File: src/rtl/mul_seq.sv
// Sequential 32x32 shift-and-add multiplier driving an external shared ALU.
// Returns the low 32 bits of the product plus an overflow flag.
module mul_seq (
  input  logic        i_clock,
  input  logic        i_reset,
  input  logic        i_start,
  input  logic [31:0] i_a,
  input  logic [31:0] i_b,
  output logic        o_busy,
  output logic        o_done,
  output logic [31:0] o_product,
  output logic        o_ovf,
  output logic [4:0]  o_alu_op,
  output logic [31:0] o_alu_a,
  output logic [31:0] o_alu_b,
  input  logic [31:0] i_alu_result,
  input  logic        i_alu_c
);

  localparam logic [4:0] AluAdd  = 5'b00000;
  localparam logic [4:0] AluLsl  = 5'b01000;
  localparam logic [4:0] AluIdle = 5'b10000;

  typedef enum logic [1:0] {StIdle, StAdd, StShift, StDone} state_e;

  state_e      r_state, w_state_d;
  logic [31:0] r_acc, w_acc_d;
  logic [31:0] r_mcand, w_mcand_d;
  logic [31:0] r_mplier, w_mplier_d;
  logic [4:0]  r_cnt, w_cnt_d;
  logic        r_ovf, w_ovf_d;
  logic [31:0] r_product, w_product_d;
  logic        r_ovf_out, w_ovf_out_d;
  logic [31:0] w_mplier_shr;
  logic        w_enter_done;

  assign w_mplier_shr = r_mplier >> 1;

  always_comb begin
    w_state_d  = r_state;
    w_acc_d    = r_acc;
    w_mcand_d  = r_mcand;
    w_mplier_d = r_mplier;
    w_cnt_d    = r_cnt;
    w_ovf_d    = r_ovf;
    o_alu_op   = AluIdle;
    o_alu_a    = '0;
    o_alu_b    = '0;
    case (r_state)
      StIdle: begin
        if (i_start) begin
          w_mcand_d  = i_a;
          w_mplier_d = i_b;
          w_acc_d    = '0;
          w_cnt_d    = '0;
          w_ovf_d    = 1'b0;
          w_state_d  = (i_b == '0) ? StDone : StAdd;
        end
      end
      StAdd: begin
        o_alu_op = AluAdd;
        o_alu_a  = r_acc;
        o_alu_b  = r_mcand;
        if (r_mplier[0]) begin
          w_acc_d = i_alu_result;
          w_ovf_d = r_ovf | i_alu_c;
        end
        w_state_d = StShift;
      end
      StShift: begin
        o_alu_op   = AluLsl;
        o_alu_a    = r_mcand;
        o_alu_b    = '0;
        w_mcand_d  = i_alu_result;
        w_mplier_d = w_mplier_shr;
        // A bit shifted out of mcand only matters if a multiplier bit is still pending.
        w_ovf_d    = r_ovf | (i_alu_c & (w_mplier_shr != '0));
        if (r_cnt != 5'd31) w_cnt_d = r_cnt + 5'd1;
        w_state_d  = ((w_mplier_shr == '0) || (r_cnt == 5'd31)) ? StDone : StAdd;
      end
      StDone: w_state_d = StIdle;
      default: w_state_d = StIdle;
    endcase
  end

  // Results are captured on entry to DONE so they are visible during the done pulse.
  assign w_enter_done = (w_state_d == StDone) && (r_state != StDone);
  assign w_product_d  = w_enter_done ? w_acc_d : r_product;
  assign w_ovf_out_d  = w_enter_done ? w_ovf_d : r_ovf_out;

  always_ff @(posedge i_clock) begin
    if (i_reset) begin
      r_state   <= StIdle;
      r_acc     <= '0;
      r_mcand   <= '0;
      r_mplier  <= '0;
      r_cnt     <= '0;
      r_ovf     <= 1'b0;
      r_product <= '0;
      r_ovf_out <= 1'b0;
    end else begin
      r_state   <= w_state_d;
      r_acc     <= w_acc_d;
      r_mcand   <= w_mcand_d;
      r_mplier  <= w_mplier_d;
      r_cnt     <= w_cnt_d;
      r_ovf     <= w_ovf_d;
      r_product <= w_product_d;
      r_ovf_out <= w_ovf_out_d;
    end
  end

  assign o_busy    = (r_state != StIdle);
  assign o_done    = (r_state == StDone);
  assign o_product = r_product;
  assign o_ovf     = r_ovf_out;

endmodule

File: config.mk
export PLATFORM = sky130hd
export DESIGN_NAME = mul_seq
export DESIGN_NICKNAME = d
export VERILOG_FILES = /design/src/rtl/mul_seq.sv
export SDC_FILE = /design/constraint.sdc
export NUM_CORES = 1
export LEC_CHECK = 0
export CORE_UTILIZATION = 47
export DETAILED_ROUTE_END_ITERATION = 8
export PLACE_DENSITY = 0.82
export REMOVE_ABC_BUFFERS = 1
export SLEW_MARGIN = 5
export SYNTH_ARGS = -nofsm -noshare
export SYNTH_HDL_FRONTEND = slang
export SYNTH_SLANG_ARGS = --single-unit
File: constraint.sdc
create_clock -name i_clock -period 6.4 [get_ports i_clock]
set_input_delay 1.6 -clock i_clock [delete_from_list [all_inputs] [get_ports i_clock]]
set_output_delay 1.6 -clock i_clock [all_outputs]
set_load 0.05 [all_outputs]
==> impl_metrics.tcl <==
set metrics [dict create \
    status "finished, final reports clean" \
    port_buffers 200 \
    maxSlewViolCount 0 \
    h-tree-depth 4 \
    hold_viol_final 0 \
    synth-edff-count 0 \
    cts_buffers 17 \
    fin_util 0.682 \
    placed_cells 983 \
    root_buffer "clkbuf_16" \
    hold_path_class "flop to flop" \
    wl_met3_um 1160 \
    cp_slowest_cell "clkdlybuf4s50_1" \
    required_ns 4.80 \
    fmax_mhz 209 \
    cts.path.max_buffers 2 \
    gp_congestion 0.822 \
    startpoint_type "flop" \
    yosysSeqAreaShare 0.445 \
    tns_ns 0 \
    synth_cell_types 38 \
    dieArea_mm2 0.0136 \
    start_util 0.484 \
    post_drt_via_cell_ratio 5.68 \
    fillers 1049 \
    critPathMaxStageDelay_ns 0.85 \
    post-dp-hpwl_um 11700 \
    pwr_density_cell_mw_per_mm2 404 \
    syn_to_final_growth_pct 40.9 \
    grt_pass1_vias 5669 \
    period_share 0.749 \
    end_kind "primary output" \
    pre_cts_ws_ns 2.06 \
    worst_slack_ns 1.61 \
    seq_area_mm2 0.00274 \
    route.met2.wl_um 8510 \
    clk_pin_slew_worst_paths_ns 0.06 \
    yosysWarningCount 0 \
    layout.nets 936 \
    rrSetupSlack_ns 3.13 \
    setup_viol_count_final 0 \
    first_pass_iters 5 \
    cts_resized 0 \
    multiInputGateArea_mm2 0.00311 \
    die_h_um 117 \
    finClkSkew_ns 0.00729 \
    drv_cap 0 \
    grt_max_degree 91 \
    slew_headroom 0.164 \
    postRouteAntennaNets 0 \
    via_count 5763 \
    antenna_found_initial 0 \
    cts_tree "built" \
    post-cts-setup-buffers 0 \
    wl_met1_um 7350 \
    core_area_mm2 0.0127 \
    fin_cells 1015 \
    grt.overflow.total 0 \
    clk_latency_ns 0.41 \
    grtUsageTotal 0.261 \
    tightest_slew_ns 1.25 \
    postSynthCellCount 667 \
    leakagePower_nw 3.00 \
    avgSynthCellArea_um2 9.24 \
    drt_iter0_markers 407 \
    numClockSinks 137 \
    path_cells "inv_1 -> ha_4 -> buf_4 -> a22oi_1 -> nor2_1 -> clkdlybuf4s50_1" \
    cts.hold.buffers_added 0 \
    rows 41 \
    drc 0 \
    routed.top_layer "met4" \
    worstSetupPathType "flop to primary output" \
    cp.arrival_ns 3.19 \
    ys_seq_elements 137 \
    antenna_cells 0 \
    grt_setup_unrepaired "no" \
    period_needed_ns 4.79 \
    grt_pass1_wl_um 27900 \
    crit_path_max_fanout 59 \
    routed_wl_um 17400 \
    die_w_um 117 \
    async_reset_ff_frac 0 \
    final_layout_size_suffix_gt1_frac 0.0534 \
    vdd_drop_max_uv 216 \
    p_total_mw 3.51 \
    synth_area_mm2 0.00616 \
    ios 204 \
    ys.flop_type "dfxtp_1" \
    wl_per_cell_um 17.1 \
]
[flip-flops by register name (all words and copies together), names as in the netlist]
register   count
o_product     32
r_acc         32
r_mcand       32
r_mplier      32
r_cnt          5
r_state        2
o_ovf          1
r_ovf          1
[layout make-up]
| class | instances | share of cell area |
|---|---|---|
| Multi-Input combinational cell | 462 | 0.358 |
| Sequential cell | 137 | 0.316 |
| Timing Repair Buffer | 207 | 0.236 |
| Clock buffer | 20 | 0.0515 |
| Tap cell | 172 | 0.0248 |
| Clock inverter | 12 | 0.0111 |
| Inverter | 5 | 0.00216 |
[report_power, final]
part	internal [mW]	switching (mW)	total (mW)
Combinational	0.494	0.983	1.48
Sequential	1.02	0.126	1.15
Clock	0.509	0.375	0.884
[metrics by stage]
| stage | cell area [um2] | hold WS (ns) |
|---|---|---|
| global route | 8680 | 0.498 |
| detailed placement | 8140 | 0.466 |
| floorplan | 5850 | 0.472 |
| CTS | 8680 | 0.483 |
| global placement | 8140 | 0.456 |
| finish | 8680 | 0.478 |
[kinds of logic (layout without fill, tap and decap cells)]
group | after synthesis | in the layout | share of synthesized area
AND/OR/NAND/NOR | 214 | 214 | 0.159
other | 1 | 3 | 0.000609
buffers and inverters | 70 | 244 | 0.0548
flip-flops | 137 | 137 | 0.445
AO/OA/AOI/OAI | 173 | 173 | 0.221
adder cells (fa/ha/maj) | 6 | 6 | 0.0122
multiplexers | 66 | 66 | 0.107
[worst max-delay path, delay by kind of cell, from the launching register on]
family                     cells  cell delay, ns
AOI/OAI and AO/OA              1            0.11
adders and majority gates      1            0.72
buffers and inverters          3            1.42
DFF                            1            0.34
and+or+nand+nor                1            0.18
[placed cells by master (no fill, tap or decap), types with 2 or more instances in the layout]
master	instances
a211oi_1	63
a21oi_1	4
a22o_1	33
a22oi_1	66
and2_1	33
buf_4	8
clkbuf_1	2
clkbuf_16	17
clkdlybuf4s50_1	199
clkinv_4	3
clkinvlp_4	7
conb_1	3
dfxtp_1	137
ha_1	4
inv_1	5
inv_6	2
mux2i_1	65
nand2_1	7
nand2b_1	3
nand3_1	2
nand4_1	4
nor2_1	139
nor3_1	4
nor4_1	13
or3_1	2
[Yosys cell counts, types with 3 or more instances]
| cell | number | share of area |
|---|---|---|
| nand2_1 | 7 | 0.0043 |
| nor2_1 | 139 | 0.085 |
| dfxtp_1 | 137 | 0.45 |
| a211oi_1 | 63 | 0.077 |
| clkbuf_1 | 41 | 0.025 |
| mux2i_1 | 65 | 0.11 |
| nor3_1 | 4 | 0.0032 |
| buf_4 | 4 | 0.0049 |
| buf_2 | 12 | 0.0097 |
| a21oi_1 | 4 | 0.0032 |
| a22oi_1 | 66 | 0.080 |
| ha_1 | 6 | 0.012 |
| nor4_1 | 13 | 0.013 |
| a22o_1 | 33 | 0.047 |
| and2_1 | 33 | 0.034 |
| nand2b_1 | 3 | 0.0030 |
| buf_6 | 6 | 0.011 |
| inv_1 | 5 | 0.0030 |
| nand4_1 | 4 | 0.0041 |
[worst paths after layout]
path / from / to / cells past startpoint
max: r_state[0] / o_alu_a[17] / 6
min: o_product[15] / o_product[15] / 1
max reg2reg: r_state[0] / o_product[28] / 8
min reg2reg: o_product[15] / o_product[15] / 1
[metal layers]
metal | vias up | track usage
li1 | 2765 | -
met1 | 2749 | 0.328
met2 | 220 | 0.442
met3 | 29 | 0.0467
met4 | 0 | 0.107
met5 | - | 0
(Power assumes the default switching activity.)
